$ cat config.mk
export PLATFORM = sky130hd
export DESIGN_NAME = hpm_sampler
export DESIGN_NICKNAME = d
export VERILOG_FILES = /design/src/rtl/hpm_sampler.sv
export SDC_FILE = /design/constraint.sdc
export NUM_CORES = 1
export LEC_CHECK = 0
export CORE_MARGIN = 3
export CORE_UTILIZATION = 49
export DETAILED_ROUTE_END_ITERATION = 10
export GPL_TIMING_DRIVEN = 0
export HOLD_SLACK_MARGIN = 0.05
export PLACE_DENSITY = 0.83
export SETUP_SLACK_MARGIN = 0.05
export SYNTH_ARGS = -nofsm -noshare
export SYNTH_HDL_FRONTEND = slang
export SYNTH_SLANG_ARGS = --single-unit
$ cat constraint.sdc
create_clock -name clk_i -period 7.17 [get_ports clk_i]
set_clock_uncertainty 0.15 [all_clocks]
set_input_delay 1.434 -clock clk_i [delete_from_list [all_inputs] [get_ports clk_i]]
set_output_delay 1.434 -clock clk_i [all_outputs]
set_load 0.02 [all_outputs]
$ cat src/rtl/hpm_sampler.sv
// hpm_sampler: periodic sampler for the mhpmcounter3..8 performance counters.
//
// The block sits on the counter CSR port between csr_regfile and perf_counters.
// CSR-file accesses always pass straight through. In the cycles the CSR file
// leaves idle, the sampler reads each counter enabled in counter_mask_i. It
// does this once every interval_i cycles and queues {idx, value} samples in a
// FIFO for trace/debug readout.
//
// Parameters:
//   FifoDepth  sample FIFO entries (power of two, >= 2)
//   Xlen       counter port width, 32 or 64 (stands in for riscv::XLEN)
//
// Ports:
//   clk_i, rst_ni            clock, asynchronous active-low reset
//   debug_mode_i             freezes the inter-scan wait counter
//   csr_access_i/addr/we/wdata  CSR-file side of the counter port (has priority)
//   csr_rdata_o              read data back to the CSR file (= pc_data_i)
//   pc_addr_o/we_o/data_o    perf_counters side of the port
//   pc_data_i                combinational read data from perf_counters
//   enable_i, interval_i     sampling enable and inter-scan gap in cycles
//   counter_mask_i           bit k selects mhpmcounter(3+k)
//   sample_valid_o/ready_i   FIFO head handshake
//   sample_idx_o/data_o      FIFO head contents
//   scan_done_o              one-cycle pulse after the last sample of a scan
//   overflow_o, clear_i      sticky drop flag and its clear
//
// Optional feature: define HPM_SAMPLER_DELTA_EN to emit the difference from the
// previous capture of the same counter instead of the absolute value.
module hpm_sampler #(
    parameter int unsigned FifoDepth = 8,
    parameter int unsigned Xlen      = 64
) (
    input  logic            clk_i,
    input  logic            rst_ni,
    input  logic            debug_mode_i,
    input  logic            csr_access_i,
    input  logic [11:0]     csr_addr_i,
    input  logic            csr_we_i,
    input  logic [Xlen-1:0] csr_wdata_i,
    output logic [Xlen-1:0] csr_rdata_o,
    output logic [11:0]     pc_addr_o,
    output logic            pc_we_o,
    output logic [Xlen-1:0] pc_data_o,
    input  logic [Xlen-1:0] pc_data_i,
    input  logic            enable_i,
    input  logic [31:0]     interval_i,
    input  logic [5:0]      counter_mask_i,
    output logic            sample_valid_o,
    input  logic            sample_ready_i,
    output logic [2:0]      sample_idx_o,
    output logic [63:0]     sample_data_o,
    output logic            scan_done_o,
    output logic            overflow_o,
    input  logic            clear_i
);

    localparam logic [11:0] CsrMhpmCounter3  = 12'hB03;
    localparam logic [11:0] CsrMhpmCounter3h = 12'hB83;
    localparam int unsigned PtrW             = $clog2(FifoDepth);
    localparam bit          Rv32             = (Xlen == 32);

    typedef enum logic [1:0] {StIdle, StWait, StReadLo, StReadHi} state_e;

    state_e      state_q, state_d;
    logic [31:0] cnt_q, cnt_d;
    logic [5:0]  pend_q, pend_d;    // counters still to be read in this scan
    logic [31:0] lo_q, lo_d;
    logic        done_q, done_d;
    logic        ovf_q, ovf_d;

    logic [2:0]  idx;
    logic        rd_active;
    logic [11:0] rd_addr;
    logic        stall;
    logic        cap_lo;
    logic        push;
    logic        last;
    logic [63:0] cap_val;
    logic [63:0] sample_val;

    logic [PtrW:0] wr_ptr_q, wr_ptr_d, rd_ptr_q, rd_ptr_d;
    logic [2:0]    idx_mem  [FifoDepth];
    logic [63:0]   data_mem [FifoDepth];
    logic          fifo_empty, fifo_full, pop, push_ok, drop;

    // ---------------------------------------------------------------- state register
    always_ff @(posedge clk_i or negedge rst_ni) begin
        if (!rst_ni) begin
            state_q <= StIdle;
            cnt_q   <= '0;
            pend_q  <= '0;
            lo_q    <= '0;
            done_q  <= 1'b0;
        end else begin
            state_q <= state_d;
            cnt_q   <= cnt_d;
            pend_q  <= pend_d;
            lo_q    <= lo_d;
            done_q  <= done_d;
        end
    end

    // ---------------------------------------------------------------- next state
    always_comb begin
        state_d = state_q;
        cnt_d   = cnt_q;
        pend_d  = pend_q;
        lo_d    = lo_q;
        done_d  = 1'b0;
        if (cap_lo) begin
            lo_d = pc_data_i[31:0];
        end
        unique case (state_q)
            StIdle: begin
                if (enable_i) begin
                    state_d = StWait;
                    cnt_d   = interval_i;
                end
            end
            StWait: begin
                if (!enable_i) begin
                    state_d = StIdle;
                end else if (!debug_mode_i) begin
                    if (cnt_q == '0) begin
                        state_d = StReadLo;
                        pend_d  = counter_mask_i;  // mask is frozen for the whole scan
                    end else begin
                        cnt_d = cnt_q - 32'd1;
                    end
                end
            end
            StReadLo: begin
                if (!stall) begin
                    if (pend_q == '0) begin
                        done_d = 1'b1;
                    end else if (Rv32) begin
                        state_d = StReadHi;
                    end else begin
                        pend_d = pend_q & ~(6'b1 << idx);
                        done_d = last;
                    end
                end
            end
            StReadHi: begin
                if (!stall) begin
                    pend_d  = pend_q & ~(6'b1 << idx);
                    state_d = StReadLo;
                    done_d  = last;
                end
            end
            default: state_d = StIdle;
        endcase
        // End of scan: re-arm the wait counter, or park if sampling was switched off.
        if (done_d) begin
            if (enable_i) begin
                state_d = StWait;
                cnt_d   = interval_i;
            end else begin
                state_d = StIdle;
            end
        end
    end

    // ---------------------------------------------------------------- outputs / datapath
    always_comb begin
        idx = 3'd0;
        for (int k = 5; k >= 0; k--) begin
            if (pend_q[k]) begin
                idx = 3'(k);
            end
        end
        stall     = csr_access_i;
        rd_active = ((state_q == StReadLo) || (state_q == StReadHi)) && (pend_q != '0);
        rd_addr   = (state_q == StReadHi) ? (CsrMhpmCounter3h + {9'd0, idx})
                                          : (CsrMhpmCounter3 + {9'd0, idx});
        cap_lo    = Rv32 && (state_q == StReadLo) && rd_active && !stall;
        push      = rd_active && !stall &&
                    (((state_q == StReadLo) && !Rv32) || (state_q == StReadHi));
        last      = (pend_q & ~(6'b1 << idx)) == '0;

        if (Rv32) begin
            cap_val = {pc_data_i[31:0], lo_q};
        end else begin
            cap_val = 64'(pc_data_i);
        end

        // The sampler only ever reads; idle cycles drive zeros.
        if (csr_access_i) begin
            pc_addr_o = csr_addr_i;
            pc_we_o   = csr_we_i;
            pc_data_o = csr_wdata_i;
        end else begin
            pc_addr_o = rd_active ? rd_addr : 12'd0;
            pc_we_o   = 1'b0;
            pc_data_o = '0;
        end
        csr_rdata_o = pc_data_i;
        scan_done_o = done_q;
    end

`ifdef HPM_SAMPLER_DELTA_EN
    logic [63:0] prev_q [6];

    // Updated on every capture, even when the FIFO drops the sample.
    always_ff @(posedge clk_i or negedge rst_ni) begin
        if (!rst_ni) begin
            for (int k = 0; k < 6; k++) begin
                prev_q[k] <= '0;
            end
        end else if (push) begin
            prev_q[idx] <= cap_val;
        end
    end

    assign sample_val = cap_val - prev_q[idx];
`else
    assign sample_val = cap_val;
`endif

    // ---------------------------------------------------------------- sample FIFO
    always_comb begin
        fifo_empty = (wr_ptr_q == rd_ptr_q);
        fifo_full  = (wr_ptr_q[PtrW] != rd_ptr_q[PtrW]) &&
                     (wr_ptr_q[PtrW-1:0] == rd_ptr_q[PtrW-1:0]);
        pop        = !fifo_empty && sample_ready_i;
        push_ok    = push && (!fifo_full || pop);
        drop       = push && fifo_full && !pop;
        wr_ptr_d   = push_ok ? (wr_ptr_q + (PtrW+1)'(1)) : wr_ptr_q;
        rd_ptr_d   = pop ? (rd_ptr_q + (PtrW+1)'(1)) : rd_ptr_q;
        // A drop in the same cycle as clear_i wins.
        ovf_d      = (ovf_q && !clear_i) || drop;

        sample_valid_o = !fifo_empty;
        sample_idx_o   = idx_mem[rd_ptr_q[PtrW-1:0]];
        sample_data_o  = data_mem[rd_ptr_q[PtrW-1:0]];
        overflow_o     = ovf_q;
    end

    always_ff @(posedge clk_i or negedge rst_ni) begin
        if (!rst_ni) begin
            wr_ptr_q <= '0;
            rd_ptr_q <= '0;
            ovf_q    <= 1'b0;
        end else begin
            wr_ptr_q <= wr_ptr_d;
            rd_ptr_q <= rd_ptr_d;
            ovf_q    <= ovf_d;
        end
    end

    always_ff @(posedge clk_i) begin
        if (push_ok) begin
            idx_mem[wr_ptr_q[PtrW-1:0]]  <= idx;
            data_mem[wr_ptr_q[PtrW-1:0]] <= sample_val;
        end
    end

endmodule
* After elaboration in Yosys (flattened, before gate mapping) *
Memories as Yosys holds them, arrays and structs flattened.
Index checks and enable logic that the tools add are counted.

word-level totals
  register bits after elaboration = 50
  memory bits (writable) = 536
  memories = 2

memories
  name      depth  width  read ports  clocked after memory_dff  write ports  RTL line  source
  data_mem  8      64     1           0                         1            83        logic [63:0] data_mem [FifoDepth];
  idx_mem   8      3      1           0                         1            82        logic [2:0] idx_mem [FifoDepth];

cells by class
  add/subtract/negate cells = 5
  equality and inequality tests = 16
  shift operators = 1
  muxes and demuxes = 39
  bitwise gates (word level) = 2
  reductions and logical operators = 26

operator list
  kind                                                count
  two-way mux 32 bit                                  6
  two-way mux 64 bit                                  1
  one-hot mux 32 bit (2 select lines)                 1
  two-way mux 12 bit                                  3
  two-way mux 6 bit                                   6
  zero test 32 bit                                    1
  subtractor 32 x 1 -> 32 bit, second input constant  1
  adder 12 x 3 -> 12 bit, first input constant        2
  two-way mux 3 bit                                   6
  one-hot mux 6 bit (3 select lines)                  1
  zero test 6 bit                                     2
  two-way mux 2 bit                                   6
  != test 2 bit, second input constant                6
  logical AND 1 bit                                   9
  adder 4 x 1 -> 4 bit, second input constant         2
  != test 4 bit, second input constant                2
  two-way mux 1 bit                                   7
  AND reduction 7 bit                                 1
  bitwise AND 6 bit                                   1
  != test 3 bit, second input constant                2
  NOT 6 bit                                           1
  one-hot mux 2 bit (3 select lines)                  1
  nonzero test 6 bit                                  1
  << shifter 1 x 3 -> 6 bit, first input constant     1
  other kinds (12)                                    19

* Longest topological paths before layout *
Gate-level depths: netlist (run 1).

  word-level depth = 15
  depth in mapped cells = 14

* Worst setup path before layout (run 1) *
OpenSTA, ideal clock, no wires.

  path kind = in2reg
  start point = in csr_access_i
  end point = mem data_mem[0][0] (enable)
  data arrival time = 6.864 ns
  required time = 6.446 ns
  setup slack = -0.418 ns
  stages = 5
  path buffers = 0
  cells stage by stage = o21ba_2 o31ai_1 a21oi_1 nand2b_1 nor3_1

on the way
  cells in the longest elaborated chain, start to end = 6

RTL lines
  item                                     RTL line  source
  start: declaration                       36        input logic csr_access_i,
  zero test 1 bit                          177       push = rd_active && !stall &&
  logical AND 1 bit (2 in series)          177
  logical AND 1 bit                        226       push_ok = push && (!fifo_full || pop);
  two-way mux 1 bit                        252       if (push_ok) begin
  two-way mux 1 bit (not written as such)  254       data_mem[wr_ptr_q[PtrW-1:0]] <= sample_val;
  end: declaration                         83

Every way passes these cells.

* Final worst setup path (run 1) *
  start point = reg rd_ptr_q[1]
  end point = out sample_data_o[40]

on the way
  cells in the longest elaborated chain, start to end = 1

RTL lines
  item                      RTL line  source
  start: declaration        81        logic [PtrW:0] wr_ptr_q, wr_ptr_d, rd_ptr_q, rd_ptr_d;
  start signal: assignment  246       rd_ptr_q <= rd_ptr_d;
  memory read (8 x 64 bit)  --
  end: declaration          51        output logic [63:0] sample_data_o,

Every way passes these cells.

==> summary.md, run 1 <==
| Metric | Value |
|---|---|
| Status | finished clean |
| CP max stage cell | clkbuf_1 |
| WL/cell | 24.34 um |
| Mean area per synthesized cell | 18.50 sq um |
| Fin. Hold Viols | 0 |
| Total Wirelength | 61360 um |
| DP Wirelength | 41770 um |
| CP max stage delay | 680 ps |
| Period minus WS final | 5753 ps |
| WP data required | 5590 ps |
| Clk sinks | 586 |
| RSZ-0062 raised after global routing | false |
| Leak pwr | 10.60 nW |
| Num CTS Buffers | 56 |
| Hold Crit Class | flip-flop to flip-flop |
| RD Place Congestion | 0.8936 |
| Drc violations | 0 |
| Startpoint Class | flip-flop |
| Synth Flop Type | edfxtp_1 |
| Critical path cell sequence | clkbuf_1 -> clkbuf_1 -> clkbuf_1 -> mux4_2 -> mux2_2 -> clkdlybuf4s50_1 |
| Number of synthesized flops with an enable pin | 536 |
| Antenna-violating nets left | 0 |
| Post-synth cell types | 68 |
| Core ar. | 49150 sq um |
| CP endpoint kind | primary output |
| Simple logic cell fraction of the synthesized area | 5.324% |
| Synthesized area | 24540 sq um |
| Pin count of the biggest net entering global routing | 27 |
| CP arrival | 4170 ps |
| IO Pins | 397 |
| GR Overflow Total | 0 |
| F_max | 173.8 MHz |
| First-pass GRT wire length | 92010 um |
| Initial DRT Pass Iterations | 5 |
| Port buffer count | 396 |
| Main combinational cell family by area after synthesis | multiplexers |
| Worst-Skew Late Latency | 600 ps |
| Yosys reg bits | 586 |
| Power density over the cells | 367.2 nW/um^2 |
| Filler cells | 3311 |
| Sum Neg Setup Slack | 0 ps |
| Mux cell area share after synthesis | 15.60% |
| Hold_buf cts | 0 |
| Crit path max fanout | 10 |
| Crit-path leading delay family | buffers and inverters |
| Setup violators final | 0 |
| Xor/xnor share of the synthesized area | 0.7139% |
| DRT iter0 DRCs | 998 |
| Die X | 229.8 um |
| CP dominant cell by count | clkbuf_1 |
| Layout net count | 2008 |
| Die ar. | 52790 sq um |
| Most frequent cells in the layout | 536 x edfxtp_1, 395 x clkdlybuf4s50_1, 134 x mux4_2 |
| DR vias | 14310 |
| Fraction of layout cells with a size suffix above 1 | 22.52% |
| CTS tree | built |
| Slew Limit Fails | 0 |
| Post-Place Cell Area | 30020 sq um |
| Initial antenna violation count | 1 |
| Worst slew margin | 21.37% |
| Root Buffer | clkbuf_16 |
| Worst-path clk slew | 60 ps |
| Synthesized instance count | 1326 |
| YS warnings | 0 |
| Post-Synth Adder-Cell Area | 0.7139% |
| Mapped Nets | 1526 |
| DIE HEIGHT | 229.8 um |
| WHS | 339.9 ps |
| Worst Tran Pin Value | 1169 ps |
| Area grow syn2layout | 29.57% |
| CTS resizes | 0 |
| Via count of the first global-routing pass | 15140 |
| CTS Buffer Depth | 3 |
| Ys async rst share | 8.532% |
| Compound-Gate Fraction of Synth Area | 3.549% |
| Final period util | 80.23% |
| H-tree levels | 2 |
| Seq/Total Area, Yosys | 70.70% |
| Most common cell after layout, fill and taps aside | edfxtp_1 |
| Post-route cell area | 31790 sq um |
| Vias per cell | 5.676 |
| All-Layer GR Usage | 23.18% |
| Kind of critical path | flip-flop to primary output |
| Starting Density | 49.92% |
| Max VDD drop | 175.4 uV |
| Crit path buffers/inverters | 4 |
| # Max-Cap Violations | 0 |
| Setup bufs post-CTS | 0 |
| Row cnt | 81 |
[state kept, by name (all words and copies together) (netlist names)]
name and cells:
idx_mem 24, data_mem 512, overflow_o 1, pend_q 6, rd_ptr_q 4, state_q 2
scan_done_o 1, cnt_q 32, wr_ptr_q 4
[area by class of cell]
type	count	area, sq um	area share (%)
Sequential cell	586	17350	54.57
Timing Repair Buffer	424	4594	14.45
Inverter	15	56.30	0.1771
Clock buffer	65	1455	4.577
Buffer	127	777.0	2.444
Antenna cell	1	2.502	0.007872
Clock inverter	41	304.0	0.9564
Tap cell	664	830.8	2.613
Multi-Input combinational cell	598	6424	20.21
[metal layers]
layer,wire length (um),up-vias,part of all wire [%],track usage (%)
li1,-,6244,-,-
met1,23110,7318,38,29.03
met2,32060,635,52,40.94
met3,4167,111,6.8,4.076
met4,2026,0,3.3,8.087
met5,0,-,0,0
[path summary, 6_finish.rpt]
kind                                         start                      end  slack (ps)  depth (start not counted)
max in group asynchronous                   rst_ni  rd_ptr_q[2]$_DFFE_PN0P_        5590                          2
hold / removal             wr_ptr_q[3]$_DFFE_PN0P_  wr_ptr_q[3]$_DFFE_PN0P_         340                          1
setup reg to reg             pend_q[5]$_DFFE_PN0P_       cnt_q[1]$_DFF_PN0_        3000                         13
min in group asynchronous                   rst_ni       cnt_q[2]$_DFF_PN0_         690                          1
setup / recovery           rd_ptr_q[1]$_DFFE_PN0P_        sample_data_o[40]        1420                          6
hold reg to reg            wr_ptr_q[3]$_DFFE_PN0P_  wr_ptr_q[3]$_DFFE_PN0P_         340                          1
[logic make-up after synthesis]
group                    count (synthesis)
buffers and inverters                  142
AND/OR/NAND/NOR                        234
multiplexers                           206
adder cells (fa/ha/maj)                 14
AO/OA/AOI/OAI                          124
XOR/XNOR                                20
flip-flops                             586
[power by group]
part	leakage (nW)	internal [W]	switching, W
clock	0.864	0.00154	0.00127
sequential	5.45	0.00411	0.000224
combinational	4.29	0.00216	0.00236
[worst reg2reg max path, cell delays in order (launching register included)]
cell,delay [ps]
dfrtp_1,400
inv_1,70
o21ai_0,150
a21oi_1,80
or2_2,330
inv_1,410
ha_1,260
nand2b_1,150
o2111ai_1,170
o31ai_1,690
clkbuf_2,320
clkbuf_1,480
nor3_1,120
a221o_1,280
[metrics by stage]
stage               power, W  std cells  setup slack (ps)  utilization [%]
finish               0.01167       2521              1417            64.68
global route         0.01219       2521              1289            64.68
CTS                  0.01178       2519              1285            64.66
detailed placement  0.008962       2413              1964            61.08
global placement    0.008793       2386             -2396            59.69
floorplan           0.007161       1326              1321                -
[synthesized netlist by cell type (all sizes together), types with 2 or more instances]
cell type	number	area share, %
buf	82	2.3
a22o	7	0.25
o2111ai	2	0.071
and2b	2	0.066
edfxtp	536	66
or4	8	0.29
o21ai	38	0.78
nor2	34	0.52
a21oi	18	0.37
nand4b	3	0.11
nor4b	2	0.071
xnor2	8	0.29
nor3	14	0.29
nor2b	3	0.076
a21boi	2	0.061
clkbuf	45	0.85
nand4	5	0.13
o211ai	8	0.24
xor2	12	0.43
nand3b	2	0.061
nand2b	6	0.15
mux2	72	3.3
and4	2	0.082
a22oi	12	0.37
nor3b	3	0.092
or3	4	0.11
o31ai	3	0.092
nand3	14	0.29
a211oi	2	0.061
mux4	134	12
dfrtp	50	5.1
inv	15	0.23
nor4	12	0.37
and2	72	1.8
ha	14	0.71
nand2	44	0.67
o311ai	3	0.14
a32o	2	0.082
a221o	6	0.24
a311oi	2	0.097
a31oi	7	0.18
a32oi	5	0.18
(Power assumes the default switching activity.)
==> run 2: changes to the inputs <==
CORE_UTILIZATION = 50   (was 49)
PLACE_DENSITY = 0.81   (was 0.83)
clock period = 5.35 ns   (was 7.17 ns; I/O delays follow)
==> run 2 against run 1 <==
Setup slack lost 1100 ps. Critical path depth is 1 lower. First-iteration DRC count up 24%. Non-clock buffer count grew 1. Routed wire length up 0.79%. Final cell count decreased by 0.24%. Via count is 0.57% higher. Register-to-register slack worse by 1800 ps. Global-route usage grew 0.69 points. Utilization rose by 1.9 points. Sequential power increased by 34%. Sequential share of layout area decreased by 0.42 points. Highest routed layer unchanged.
==> summary.md, run 2 (synthesis results as in run 1) <==
| Metric | Value |
|---|---|
| H-tree levels | 2 (unchanged) |
| Port buffer count | 396 (unchanged) |
| DR vias | 14390 (+0.57%) |
| Worst-Skew Late Latency | 610 ps (about the same) |
| Worst-path clk slew | 70 ps (about the same) |
| Leak pwr | 10.76 nW (+1.5%) |
| CP arrival | 3850 ps (-320 ps) |
| Via count of the first global-routing pass | 14950 (-1.3%) |
| Multi-input gate area | 6424 sq um (unchanged) |
| Initial antenna violation count | 1 (unchanged) |
| Total Wirelength | 61850 um (+0.79%) |
| Die X | 227.5 um (-0.98%) |
| DIE HEIGHT | 227.5 um (-0.98%) |
| Crit-path leading delay family | buffers and inverters |
| Pin count of the biggest net entering global routing | 37 (+37%) |
| Clk sinks | 586 (unchanged) |
| Worst Tran Pin Value | 1065 ps (-104.8 ps) |
| All-Layer GR Usage | 23.87% (+0.69 points) |
| Startpoint Class | flip-flop |
| WP data required | 4130 ps (-1460 ps) |
| RD Place Congestion | 0.8958 (+0.25%) |
| Kind of critical path | flip-flop to primary output |
| CTS tree | built |
| RSZ-0062 raised after global routing | true |
| Fraction of layout cells with a size suffix above 1 | 23.36% (+0.84 points) |
| CP max stage cell | clkdlybuf4s15_1 |
| Core ar. | 48150 sq um (-2.0%) |
| Antenna-violating nets left | 0 (unchanged) |
| Hold_buf cts | 0 (unchanged) |
| Critical path cell sequence | clkbuf_1 -> clkdlybuf4s15_1 -> buf_1 -> mux2_2 -> clkdlybuf4s50_1 |
| DP Wirelength | 41720 um (-0.12%) |
| Max reg flops | 512 (unchanged) |
| Slew Limit Fails | 0 (unchanged) |
| Register Area | 17350 sq um (unchanged) |
| Row cnt | 80 (-1.2%) |
| # Max-Cap Violations | 0 (unchanged) |
| Root Buffer | clkbuf_16 |
| CTS Buffer Depth | 3 (unchanged) |
| Worst slew margin | 28.42% (+7.0 points) |
| DR top layer | met4 |
| Layout net count | 2011 (+0.15%) |
| F_max | 197.1 MHz |
| WL/cell | 24.59 um (+1.0%) |
| Period minus WS final | 5073 ps |
| Drc violations | 0 (unchanged) |
| CTS resizes | 8 (+8) |
| Starting Density | 50.96% (+1.0 points) |
| Sum Neg Setup Slack | 0 ps (unchanged) |
| Num CTS Buffers | 58 (+3.6%) |
| Vias per cell | 5.721 (+0.81%) |
| Setup violators final | 0 (unchanged) |
| Final period util | 94.83% |
| Most common cell after layout, fill and taps aside | edfxtp_1 |
| Setup bufs post-CTS | 0 (unchanged) |
| Met2 wire length | 32070 um (about the same) |
| GR Overflow Total | 0 (unchanged) |
| CP max stage delay | 710 ps (+30 ps) |
| Filler cells | 3181 (-3.9%) |
| Fin. Hold Viols | 0 (unchanged) |
| CP endpoint kind | primary output |
| WHS | 224.1 ps (-115.8 ps) |
| First-pass GRT wire length | 91220 um (-0.86%) |
| Worst path depth | 5 (-1) |
| Met1 Wirelength | 23240 um (+0.54%) |
| Area grow syn2layout | 30.58% |
| Hold Crit Class | input port to async pin |
| DRT iter0 DRCs | 1237 (+24%) |
| Power density over the cells | 498.6 nW/um^2 (+36%) |
| Met3 routed WL | 4404 um (+5.7%) |
| Most frequent cells in the layout | 536 x edfxtp_1, 395 x clkdlybuf4s50_1, 134 x mux4_2 |
| Register-to-Register Path Depth | 13 (unchanged) |
| IO Pins | 397 (unchanged) |
| Crit path buffers/inverters | 4 (unchanged) |
| Crit path max fanout | 10 (unchanged) |
| Initial DRT Pass Iterations | 5 (unchanged) |
| Max VDD drop | 248.2 uV (+42%) |
| Status | finished clean |
| Die ar. | 51770 sq um (-1.9%) |
-- run 2: where the power goes --
| part | leakage, nW | internal (W) | switching, W |
|---|---|---|---|
| clock network | 0.936 | 0.00238 | 0.00169 |
| registers | 5.45 | 0.00551 | 0.000292 |
| logic | 4.38 | 0.00293 | 0.00317 |
-- run 2: per-layer routing --
metal  global-route usage, %  vias to the layer above
li1                        -                     6257
met1                   30.28                     7347
met2                   41.47                      674
met3                   4.616                      111
met4                   8.522                        0
met5                       0                        -
-- run 2: path summary, 6_finish.rpt --
path,startpoint,endpoint,slack (ps)
setup / recovery,rd_ptr_q[2]$_DFFE_PN0P_,sample_data_o[47],280
hold / removal,rst_ni,cnt_q[3]$_DFF_PN0_,220
setup reg to reg,pend_q[5]$_DFFE_PN0P_,cnt_q[26]$_DFF_PN0_,1180
hold reg to reg,rd_ptr_q[3]$_DFFE_PN0P_,rd_ptr_q[3]$_DFFE_PN0P_,350
max in group asynchronous,rst_ni,wr_ptr_q[3]$_DFFE_PN0P_,4260
min in group clk_i,rd_ptr_q[3]$_DFFE_PN0P_,rd_ptr_q[3]$_DFFE_PN0P_,350
-- run 2: cell type report --
class                           count  share of cell area (%)
Buffer                            127                   2.613
Multi-Input combinational cell    598                   20.05
Inverter                           15                  0.1757
Antenna cell                        1                0.007810
Timing Repair Buffer              425                   14.48
Tap cell                          656                   2.562
Sequential cell                   586                   54.14
Clock buffer                       73                   4.835
Clock inverter                     34                   1.136
-- run 2: worst register-to-register path, stage by stage, from the launching register on --
cell	delay, ps
dfrtp_1	400
inv_1	70
o21ai_0	160
a21oi_1	80
or2_2	320
inv_1	310
ha_1	230
nand2b_1	160
o2111ai_1	190
nor3_1	790
nor2_1	380
clkbuf_1	400
a22oi_1	270
o21ai_0	110
-- run 2: per-stage QoR --
step / power, W / util, % / instances / area (sq um) / setup slack (ps)
5_1_grt: 0.01669 / 66.55 / 2515 / 32040 / 34.35
3_3_place_gp: 0.01178 / 60.93 / 2378 / 29330 / -3716
4_1_cts: 0.01612 / 66.46 / 2513 / 32000 / 46.13
3_5_place_dp: 0.01200 / 62.43 / 2406 / 30060 / 457.1
6_report: 0.01598 / 66.55 / 2515 / 32040 / 276.7
2_1_floorplan: 0.009597 / - / 1326 / 24550 / -94.02
